File: config.mk
export PLATFORM = sky130hd
export DESIGN_NAME = stream_seq_ctrl_flat
export DESIGN_NICKNAME = d
export VERILOG_FILES = /design/src/rtl/stream_intf_pkg.sv /design/src/rtl/stream_seq_ctrl_if.sv /design/src/rtl/stream_seq_ctrl_beat_cnt.sv /design/src/rtl/stream_seq_ctrl.sv /design/src/flat_wrapper.sv
export SDC_FILE = /design/constraint.sdc
export NUM_CORES = 1
export LEC_CHECK = 0
export ABC_AREA = 1
export CORE_UTILIZATION = 40
export CTS_CLUSTER_DIAMETER = 40
export CTS_CLUSTER_SIZE = 12
export DETAILED_ROUTE_END_ITERATION = 8
export HOLD_SLACK_MARGIN = 0.1
export PLACE_DENSITY_LB_ADDON = 0.05
export RECOVER_POWER = 25
export SLEW_MARGIN = 20
export SYNTH_ARGS = -nofsm -noshare
export SYNTH_HDL_FRONTEND = slang
export SYNTH_HIERARCHICAL = 1
export SYNTH_SLANG_ARGS = --single-unit
File: constraint.sdc
create_clock -name clk_i -period 11.01 [get_ports clk_i]
set_clock_uncertainty 0.05 [all_clocks]
set_input_delay 1.101 -clock clk_i [delete_from_list [all_inputs] [get_ports clk_i]]
set_output_delay 1.101 -clock clk_i [all_outputs]
set_load 0.01 [all_outputs]
File: src/rtl/stream_intf_pkg.sv
// Shared types for the streaming sequencer: FSM state encoding, beat length
// and per-channel configuration record.
package stream_intf_pkg;

  localparam int unsigned SEQ_CNT_W = 16;

  typedef enum logic [1:0] {
    IDLE  = 2'd0,
    RUN   = 2'd1,
    DRAIN = 2'd2,
    DONE  = 2'd3
  } stream_seq_state_e;

  typedef logic [SEQ_CNT_W-1:0] seq_len_t;

  typedef struct packed {
    seq_len_t len;
    logic     is_wr;
  } seq_cfg_t;

  function automatic logic seq_is_active(input stream_seq_state_e s);
    return (s == RUN) || (s == DRAIN);
  endfunction

endpackage

File: src/rtl/stream_seq_ctrl_if.sv
// Beat/flow-control bundle between the sequencer (master) and the
// streaming FIFOs / PEA (slave). Names follow the sequencer's point of view.
interface stream_seq_ctrl_if #(
  parameter int unsigned N_DMA_CH = 4
);

  logic [N_DMA_CH-1:0] in_beat_i;
  logic [N_DMA_CH-1:0] out_beat_i;
  logic [N_DMA_CH-1:0] out_full_i;
  logic [N_DMA_CH-1:0] pea_ready_o;
  logic [N_DMA_CH-1:0] in_pop_en_o;

  modport master (
    input  in_beat_i,
    input  out_beat_i,
    input  out_full_i,
    output pea_ready_o,
    output in_pop_en_o
  );

  modport slave (
    output in_beat_i,
    output out_beat_i,
    output out_full_i,
    input  pea_ready_o,
    input  in_pop_en_o
  );

endinterface

File: src/rtl/stream_seq_ctrl_beat_cnt.sv
// stream_beat_cnt: per-channel saturating beat counter. done_nxt_o reflects the
// count after this cycle's beat and deliberately ignores clear_i to avoid a loop.
module stream_beat_cnt #(
  parameter int unsigned CNT_W = 16
) (
  input  logic             clk_i,
  input  logic             rst_i,
  input  logic             clear_i,
  input  logic             beat_i,
  input  logic [CNT_W-1:0] len_i,
  output logic             done_o,
  output logic             done_nxt_o,
  output logic             ovf_o
);

  logic [CNT_W-1:0] cnt_q;
  logic [CNT_W-1:0] cnt_d;
  logic [CNT_W-1:0] cnt_inc_s;
  logic             done_s;

  assign done_s     = (len_i == '0) | (cnt_q == len_i);
  assign done_o     = done_s;
  assign done_nxt_o = (len_i == '0) | (cnt_inc_s == len_i);
  assign ovf_o      = beat_i & done_s;

  // Next count: increment only below len, so the counter can never wrap.
  always_comb begin
    cnt_inc_s = cnt_q;
    cnt_d     = cnt_q;
    if (beat_i && (cnt_q < len_i)) begin
      cnt_inc_s = cnt_q + CNT_W'(1);
    end else begin
      cnt_inc_s = cnt_q;
    end
    if (clear_i) begin
      cnt_d = '0;
    end else begin
      cnt_d = cnt_inc_s;
    end
  end

  // Count register.
  always_ff @(posedge clk_i) begin
    if (rst_i) begin
      cnt_q <= '0;
    end else begin
      cnt_q <= cnt_d;
    end
  end

endmodule

File: src/rtl/stream_seq_ctrl.sv
// Streaming kernel sequencer: counts per-channel beats, drives PEA ready/stall
// and pop enables, pulses done_o. Optional watchdog: STREAM_SEQ_WATCHDOG_EN.
module stream_seq_ctrl
  import stream_intf_pkg::*;
#(
  parameter int unsigned N_DMA_CH = 4,
  parameter int unsigned CNT_W    = SEQ_CNT_W,
  parameter int unsigned WDOG_W   = 12
) (
  input  logic                      clk_i,
  input  logic                      rst_i,
  input  logic                      start_i,
  input  logic                      abort_i,
  input  logic [N_DMA_CH-1:0]       reg_dma_ch_type_i,
  input  logic [N_DMA_CH*CNT_W-1:0] reg_len_i,
  stream_seq_ctrl_if.master         strm,
  output logic                      busy_o,
  output logic                      done_o,
  output logic                      ovf_err_o,
  output logic                      timeout_o
);

  stream_seq_state_e state_q, state_d;

  logic [N_DMA_CH-1:0][CNT_W-1:0] len_q, len_d;
  logic [N_DMA_CH-1:0]            is_wr_q, is_wr_d;
  logic                           ovf_err_q, ovf_err_d;

  logic [N_DMA_CH-1:0] ch_done_s;
  logic [N_DMA_CH-1:0] ch_done_nxt_s;
  logic [N_DMA_CH-1:0] ch_ovf_s;
  logic [N_DMA_CH-1:0] ch_beat_s;
  logic                active_s;
  logic                start_go_s;
  logic                stall_s;
  logic                rd_done_nxt_s;
  logic                wr_done_nxt_s;
  logic                cnt_clr_s;
  logic                wdog_fire_s;

  assign active_s      = seq_is_active(state_q);
  assign start_go_s    = (state_q == IDLE) & start_i & ~abort_i;
  assign rd_done_nxt_s = &(ch_done_nxt_s | is_wr_q);
  assign wr_done_nxt_s = &(ch_done_nxt_s | ~is_wr_q);
  assign stall_s       = |(is_wr_q & strm.out_full_i & ~ch_done_s);
  assign cnt_clr_s     = (state_d == IDLE);

  // Each channel counts only the beat type matching its direction.
  assign ch_beat_s = {N_DMA_CH{active_s}} &
                     ((is_wr_q & strm.out_beat_i) | (~is_wr_q & strm.in_beat_i));

  for (genvar i = 0; i < N_DMA_CH; i++) begin : g_ch
    stream_beat_cnt #(.CNT_W(CNT_W)) u_cnt (
      .clk_i      (clk_i),
      .rst_i      (rst_i),
      .clear_i    (cnt_clr_s),
      .beat_i     (ch_beat_s[i]),
      .len_i      (len_q[i]),
      .done_o     (ch_done_s[i]),
      .done_nxt_o (ch_done_nxt_s[i]),
      .ovf_o      (ch_ovf_s[i])
    );
  end

  // Next-state logic.
  always_comb begin
    state_d = state_q;
    case (state_q)
      IDLE: begin
        if (start_go_s) state_d = RUN;
        else            state_d = IDLE;
      end
      RUN: begin
        if (abort_i || wdog_fire_s)            state_d = IDLE;
        else if (rd_done_nxt_s && wr_done_nxt_s) state_d = DONE;
        else if (rd_done_nxt_s)                state_d = DRAIN;
        else                                   state_d = RUN;
      end
      DRAIN: begin
        if (abort_i || wdog_fire_s) state_d = IDLE;
        else if (wr_done_nxt_s)     state_d = DONE;
        else                        state_d = DRAIN;
      end
      DONE:    state_d = IDLE;
      default: state_d = IDLE;
    endcase
  end

  // Config latch and sticky overflow flag.
  always_comb begin
    len_d     = len_q;
    is_wr_d   = is_wr_q;
    ovf_err_d = ovf_err_q;
    if (start_go_s) begin
      len_d     = reg_len_i;
      is_wr_d   = reg_dma_ch_type_i;
      ovf_err_d = 1'b0;
    end else if (|ch_ovf_s) begin
      ovf_err_d = 1'b1;
    end else begin
      ovf_err_d = ovf_err_q;
    end
  end

  // State and configuration registers.
  always_ff @(posedge clk_i) begin
    if (rst_i) begin
      state_q   <= IDLE;
      len_q     <= '0;
      is_wr_q   <= '0;
      ovf_err_q <= 1'b0;
    end else begin
      state_q   <= state_d;
      len_q     <= len_d;
      is_wr_q   <= is_wr_d;
      ovf_err_q <= ovf_err_d;
    end
  end

`ifdef STREAM_SEQ_WATCHDOG_EN
  logic [WDOG_W-1:0] wdog_q, wdog_d;
  logic              timeout_q, timeout_d;

  assign wdog_fire_s = active_s & (wdog_d == '1);

  // Idle-cycle counter; stalled cycles count too, any beat restarts it.
  always_comb begin
    wdog_d    = wdog_q;
    timeout_d = timeout_q;
    if (!active_s) begin
      wdog_d = '0;
    end else if ((|strm.in_beat_i) || (|strm.out_beat_i)) begin
      wdog_d = '0;
    end else begin
      wdog_d = wdog_q + WDOG_W'(1);
    end
    if (start_go_s) begin
      timeout_d = 1'b0;
    end else if (wdog_fire_s) begin
      timeout_d = 1'b1;
    end else begin
      timeout_d = timeout_q;
    end
  end

  // Watchdog registers.
  always_ff @(posedge clk_i) begin
    if (rst_i) begin
      wdog_q    <= '0;
      timeout_q <= 1'b0;
    end else begin
      wdog_q    <= wdog_d;
      timeout_q <= timeout_d;
    end
  end

  assign timeout_o = timeout_q;
`else
  assign wdog_fire_s = 1'b0;
  assign timeout_o   = 1'b0;
`endif

  assign strm.pea_ready_o = {N_DMA_CH{active_s & ~stall_s}};
  assign strm.in_pop_en_o = {N_DMA_CH{(state_q == RUN) & ~stall_s}} & ~is_wr_q & ~ch_done_s;
  assign busy_o           = (state_q != IDLE);
  assign done_o           = (state_q == DONE);
  assign ovf_err_o        = ovf_err_q;

endmodule

File: src/flat_wrapper.sv
// flat-port wrapper written by rule: the top's interface ports become plain ports
module stream_seq_ctrl_flat import stream_intf_pkg::*;
#(
  parameter int unsigned N_DMA_CH = 4,
  parameter int unsigned CNT_W    = SEQ_CNT_W,
  parameter int unsigned WDOG_W   = 12
)
  (clk_i, rst_i, start_i, abort_i, reg_dma_ch_type_i, reg_len_i, busy_o, done_o, ovf_err_o, timeout_o, strm_in_beat_i, strm_out_beat_i, strm_out_full_i, strm_pea_ready_o, strm_in_pop_en_o);
  stream_seq_ctrl_if #(.N_DMA_CH(N_DMA_CH)) strm_i ();
  input  logic clk_i;
  input  logic rst_i;
  input  logic start_i;
  input  logic abort_i;
  input  logic [N_DMA_CH-1:0] reg_dma_ch_type_i;
  input  logic [N_DMA_CH*CNT_W-1:0] reg_len_i;
  output logic busy_o;
  output logic done_o;
  output logic ovf_err_o;
  output logic timeout_o;
  input wire logic [$bits(strm_i.in_beat_i)-1:0] strm_in_beat_i;
  input wire logic [$bits(strm_i.out_beat_i)-1:0] strm_out_beat_i;
  input wire logic [$bits(strm_i.out_full_i)-1:0] strm_out_full_i;
  output wire logic [$bits(strm_i.pea_ready_o)-1:0] strm_pea_ready_o;
  output wire logic [$bits(strm_i.in_pop_en_o)-1:0] strm_in_pop_en_o;
  assign strm_i.in_beat_i = strm_in_beat_i;
  assign strm_i.out_beat_i = strm_out_beat_i;
  assign strm_i.out_full_i = strm_out_full_i;
  assign strm_pea_ready_o = strm_i.pea_ready_o;
  assign strm_in_pop_en_o = strm_i.in_pop_en_o;
  stream_seq_ctrl #(.N_DMA_CH(N_DMA_CH), .CNT_W(CNT_W), .WDOG_W(WDOG_W)) u_core (.clk_i(clk_i), .rst_i(rst_i), .start_i(start_i), .abort_i(abort_i), .reg_dma_ch_type_i(reg_dma_ch_type_i), .reg_len_i(reg_len_i), .strm(strm_i), .busy_o(busy_o), .done_o(done_o), .ovf_err_o(ovf_err_o), .timeout_o(timeout_o));
endmodule
==> results of run 1 <==
## cells in the mapped netlist (6+ instances only)
cell,instances
nor2_1,275
inv_1,191
buf_6,11
o21ai_0,74
buf_2,14
nor4_1,16
inv_2,6
ha_1,73
nand2_2,8
nor3_1,17
buf_4,8
clkbuf_1,18
nand4_1,96
xor2_1,16
nand2_1,444
nand3_1,131
nor2_4,12
nand3_2,8
nand2_4,8
dfxtp_1,135
a21oi_1,54
a21o_1,8
nor2_2,8
## cell type report
class                   instances  area share (%)
multi-input cells            1278            54.4
inverters                     206            6.45
well taps                     330            3.41
clock inverters                11            1.40
clock buffers                  21            3.97
flip-flops and latches        135            22.3
repair buffers                 98            8.02
## through the flow
| stage | worst slack (ns) | power [mW] | hold slack, ns | utilization [%] |
|---|---|---|---|---|
| after global placement | 6.27 | 0.843 | 0.461 | 45.1 |
| after CTS | 6.33 | 1.49 | 0.476 | 47.7 |
| after floorplan | 7.10 | 0.744 | 0.442 | - |
| final | 3.81 | 1.48 | 0.475 | 47.6 |
| after global routing | 3.05 | 1.56 | 0.497 | 47.6 |
| after detailed placement | 6.26 | 0.845 | 0.468 | 45.1 |
## registers in the layout, summed over array words and instances, names as in the netlist
| register | flops |
|---|---|
| u_core/is_wr_q | 4 |
| u_core/ovf_err_o | 1 |
| u_core/g_ch.u_cnt/cnt_q | 64 |
| u_core/state_q | 2 |
| u_core/len_q | 64 |
## layer usage
metal	vias to the layer above	global-route usage (%)	part of all wire [%]	wire (um)
met5	-	0	0	0
met4	0	5.56	1.3	402
met3	19	4.55	5.0	1560
met2	244	38.3	45	13800
met1	4810	32.8	49	15200
li1	5561	-	-	-
## critical path: stages
cell           delay, ns
dlygate4sd3_1       0.60
inv_2               0.05
nand3_1             1.78
clkinvlp_2          3.14
a211oi_1            0.74
## where the power goes
| group | leakage (nW) | internal [mW] | total [mW] | switching (mW) |
|---|---|---|---|---|
| Clock | 0.308 | 0.403 | 0.641 | 0.238 |
| Sequential | 1.10 | 0.510 | 0.538 | 0.0283 |
| Combinational | 3.90 | 0.114 | 0.298 | 0.184 |
## worst paths after layout
| kind | start | to | slack, ns |
|---|---|---|---|
| worst min-delay path | u_core/len_q[36] | u_core/len_q[36] | 0.47 |
| worst max-delay path | abort_i | u_core/ovf_err_o | 3.81 |
| worst min register to register | u_core/len_q[36] | u_core/len_q[36] | 0.47 |
| worst max register to register | u_core/state_q[0] | u_core/ovf_err_o | 4.27 |
## logic make-up after synthesis
family | count (synthesis)
buf+inv | 263
flops | 135
other cells | 1
xor+xnor | 20
fa+ha+maj | 73
simple gates | 1038
compound gates | 146
==> results.sh, run 1 <==
export IMPL_yosysTopAreaCell="dfxtp_1"
export IMPL_critPathKind="input port to register"
export IMPL_syn_nets=1833
export IMPL_synth_compound_gate_area_share_pct=7.51
export IMPL_min_period_ns=7.20
export IMPL_syn_area_um2=10400
export IMPL_vias_per_cell=5.11
export IMPL_rsz0062_at_grt="false"
export IMPL_stdcell_area_um2=12100
export IMPL_cp_required_ns=11.24
export IMPL_cts_made_buffers=17
export IMPL_synth_cells=1676
export IMPL_dr_total_vias=10634
export IMPL_relSlewSlack_pct=-76.7
export IMPL_hpwl_um=22900
export IMPL_drt_wl_total_um=31000
export IMPL_n_antenna_cell=0
export IMPL_synth_flop_cell="dfxtp_1"
export IMPL_antenna_found_initial=0
export IMPL_synth_seq_cells=135
export IMPL_cts_tree="done"
export IMPL_grt_max_degree=72
export IMPL_outcome="complete, but fails checks"
export IMPL_max_freq_mhz=139
export IMPL_synth_top_area_share_pct=25.9
export IMPL_synth_cell_types=40
export IMPL_grt_ovfl_total=0
export IMPL_postCtsSetupRepairBufs=0
export IMPL_dp_cells=2047
export IMPL_finalSetupViolations=0
export IMPL_start_util_pct=41.1
export IMPL_stdcell_count=2079
export IMPL_critPathCaptureType="register"
export IMPL_synth_adder_area_share_pct=8.76
export IMPL_avgSynthCellArea_um2=6.22
export IMPL_clkSinkCount=135
export IMPL_vdd_drop_max_mv=0.0811
export IMPL_drtPass1Iterations=8
export IMPL_grt_pass1_wl_um=50200
export IMPL_min_path_type="register to register"
export IMPL_die_x_um=163
export IMPL_die_h_um=163
export IMPL_cts_resized=0
export IMPL_cp_start_kind="input port"
export IMPL_powerDensity_nw_per_um2=122
export IMPL_nFillCells=2754
export IMPL_final_period_utilization_pct=65.4
export IMPL_clock_latency_ns=0.43
export IMPL_wire_per_inst_um=14.9
export IMPL_hold_depth=2
export IMPL_slew_viol_final=211
export IMPL_h_tree_depth=4
export IMPL_place_congestion=0.864
export IMPL_hold_viol=0
export IMPL_drc=0
export IMPL_ys_seq_area_share_pct=25.9
export IMPL_synthArstFlopShare_pct=0
export IMPL_synth_mux_area_share_pct=0
export IMPL_fin_setup_tns_ns=0
export IMPL_layout_nets=1893
export IMPL_rows=58
export IMPL_holdBufCountCts=0
export IMPL_ff2ff_path_depth=5
export IMPL_worstPathArrival_ns=7.43
export IMPL_portBuffers=94
export IMPL_tightest_slew_ns=2.64
export IMPL_dpl_instance_area_um2=11500
export IMPL_die_area_um2=26700
export IMPL_area_delta_synth_final_pct=16.1
export IMPL_drv_cap=3
export IMPL_synth_xor_area_share_pct=1.68
export IMPL_clk_pin_slew_ns=0.06
export IMPL_cts_root_buf="clkbuf_16"
export IMPL_synth_edf_count=0
export IMPL_synth_top_family_by_area="simple AND/OR/NAND/NOR gates"
export IMPL_drtIter0Drc=667
export IMPL_layout_commonest_cell="nand2_1"
export IMPL_cts_max_path_buffers=2
export IMPL_detail_route_antenna_nets=0
export IMPL_grt_usage_pct=23.9
export IMPL_synthSimpleGateAreaFrac_pct=45.3
export IMPL_p_leak_nw=5.31
export IMPL_drive_above_1_share_pct=6.35
export IMPL_core_um2=25400
export IMPL_grt_pass1_vias=9802
export IMPL_synth_area_top_cells="dfxtp_1, nand2_1, nor2_1"
export IMPL_multiInputGateArea_um2=6590
export IMPL_yosys_warnings=6
export IMPL_crit_fanout=71
export IMPL_violations="max-capacitance violations, max-slew violations"
export IMPL_ios=96
export IMPL_ff_latch_area_um2=2700
export IMPL_layout_common_cells="nand2_1, nor2_1, inv_1"
Power figures use the tool's default switching activity.
==> inputs of run 2 (changes only) <==
clock period = 6.25 ns   (was 11.01 ns; I/O delays follow)
==> run 2 against run 1 <==
Against the previous run: the run still ends with max-capacitance violations, max-slew violations left; core utilization grew 0.079 points; critical path type is now register to register; final cell count is the same; flip-flop and latch count did not move; critical endpoint unchanged; die area stayed put.
==> results.sh, run 2 (same netlist as run 1, synthesis figures left out) <==
export IMPL_relSlewSlack_pct=-75.6
export IMPL_total_power_mw=2.64
export IMPL_p_leak_nw=5.32
export IMPL_antenna_found_initial=0
export IMPL_stdcell_area_um2=12100
export IMPL_core_um2=25400
export IMPL_stdcell_count=2079
export IMPL_grt_max_degree=72
export IMPL_grt_use_met3_pct=3.12
export IMPL_cp_required_ns=6.46
export IMPL_h_tree_depth=4
export IMPL_min_path_type="register to register"
export IMPL_grt_pass1_vias=9779
export IMPL_grt_usage_pct=24.1
export IMPL_n_antenna_cell=0
export IMPL_vdd_drop_max_mv=0.159
export IMPL_grt_util_met2_pct=38.1
export IMPL_cp_start_kind="register"
export IMPL_slew_viol_final=139
export IMPL_drive_above_1_share_pct=6.29
export IMPL_clock_latency_ns=0.43
export IMPL_area_delta_synth_final_pct=16.2
export IMPL_layout_setup_ws_ns=1.56
export IMPL_place_congestion=0.841
export IMPL_tightest_slew_ns=2.62
export IMPL_hpwl_um=23000
export IMPL_cts_made_buffers=17
export IMPL_cts_max_path_buffers=2
export IMPL_grt_pass1_wl_um=50900
export IMPL_die_x_um=163
export IMPL_crit_fanout=71
export IMPL_drtIter0Drc=719
export IMPL_layout_common_cells="nand2_1, nor2_1, inv_1"
export IMPL_top_regs="u_core/g_ch.u_cnt/cnt_q (64), u_core/len_q (64), u_core/is_wr_q (4)"
export IMPL_outcome="complete, but fails checks"
export IMPL_powerDensity_nw_per_um2=217
export IMPL_fin_setup_tns_ns=0
export IMPL_clkSinkCount=135
export IMPL_die_h_um=163
export IMPL_critPathCaptureType="register"
export IMPL_hold_viol=0
export IMPL_critPathKind="register to register"
export IMPL_holdBufCountCts=0
export IMPL_portBuffers=94
export IMPL_drc=0
export IMPL_dp_cells=2047
export IMPL_min_period_ns=4.69
export IMPL_start_util_pct=41.1
export IMPL_drv_cap=2
export IMPL_cts_tree="done"
export IMPL_grt_ovfl_total=0
export IMPL_postCtsSetupRepairBufs=0
export IMPL_final_period_utilization_pct=75.0
export IMPL_worstPathArrival_ns=4.90
export IMPL_rows=58
export IMPL_finalSetupViolations=0
export IMPL_max_freq_mhz=213
export IMPL_detail_route_antenna_nets=0
export IMPL_post_place_ws_ns=1.75
export IMPL_wire_per_inst_um=15.2
export IMPL_top_usage_layer="met2"
export IMPL_layout_nets=1893
export IMPL_drtPass1Iterations=5
export IMPL_gr_usage_met1_pct=34.2
export IMPL_ios=96
export IMPL_cts_resized=0
export IMPL_dpl_instance_area_um2=11500
export IMPL_vias_per_cell=5.14
export IMPL_cts_root_buf="clkbuf_16"
export IMPL_drt_wl_total_um=31500
export IMPL_violations="max-capacitance violations, max-slew violations"
export IMPL_die_area_um2=26700
export IMPL_rsz0062_at_grt="false"
export IMPL_dr_total_vias=10686
export IMPL_layout_commonest_cell="nand2_1"
export IMPL_clk_pin_slew_ns=0.07
==> run 2: cell type report <==
| cell class | instances | area, um2 |
|---|---|---|
| sequential | 135 | 2700 |
| clock buffer | 21 | 460 |
| timing repair buffer | 98 | 971 |
| fill | 2671 | 13300 |
| tap | 330 | 413 |
| multi-input combinational | 1278 | 6600 |
| inverter | 206 | 781 |
| clock inverter | 11 | 196 |
==> run 2: worst paths after layout <==
check | startpoint | end | slack, ns | cells past startpoint
hold reg to reg | u_core/len_q[56] | u_core/len_q[56] | 0.47 | 2
setup / recovery | u_core/state_q[1] | u_core/ovf_err_o | 1.56 | 5
hold / removal | u_core/len_q[56] | u_core/len_q[56] | 0.47 | 2
setup reg to reg | u_core/state_q[1] | u_core/ovf_err_o | 1.56 | 5
==> run 2: metal layers <==
metal  up-vias  part of all wire, %  wire length [um]
li1       5552                    -                 -
met1      4888                   51             15900
met2       213                   44             13900
met3        33                  3.6              1140
met4         0                  1.5               486
met5         -                    0                 0
==> run 2: worst max-delay path: stages (launching register included) <==
cell and delay (ns):
dfxtp_1 0.37, inv_1 0.10, ha_1 0.27, nand3_4 0.62
clkinvlp_2 2.29, a211oi_1 0.81
==> run 2: through the flow <==
stage | hold slack (ns) | utilization, %
floorplan | 0.442 | -
global placement | 0.462 | 45.1
detailed placement | 0.463 | 45.1
CTS | 0.474 | 47.7
global route | 0.495 | 47.7
finish | 0.475 | 47.7
==> run 2: report_power, final <==
group	switching, mW	total, mW	internal [mW]
sequential	0.0493	0.948	0.898
clock	0.428	1.16	0.732
combinational	0.327	0.528	0.201
total	0.804	2.64	1.83
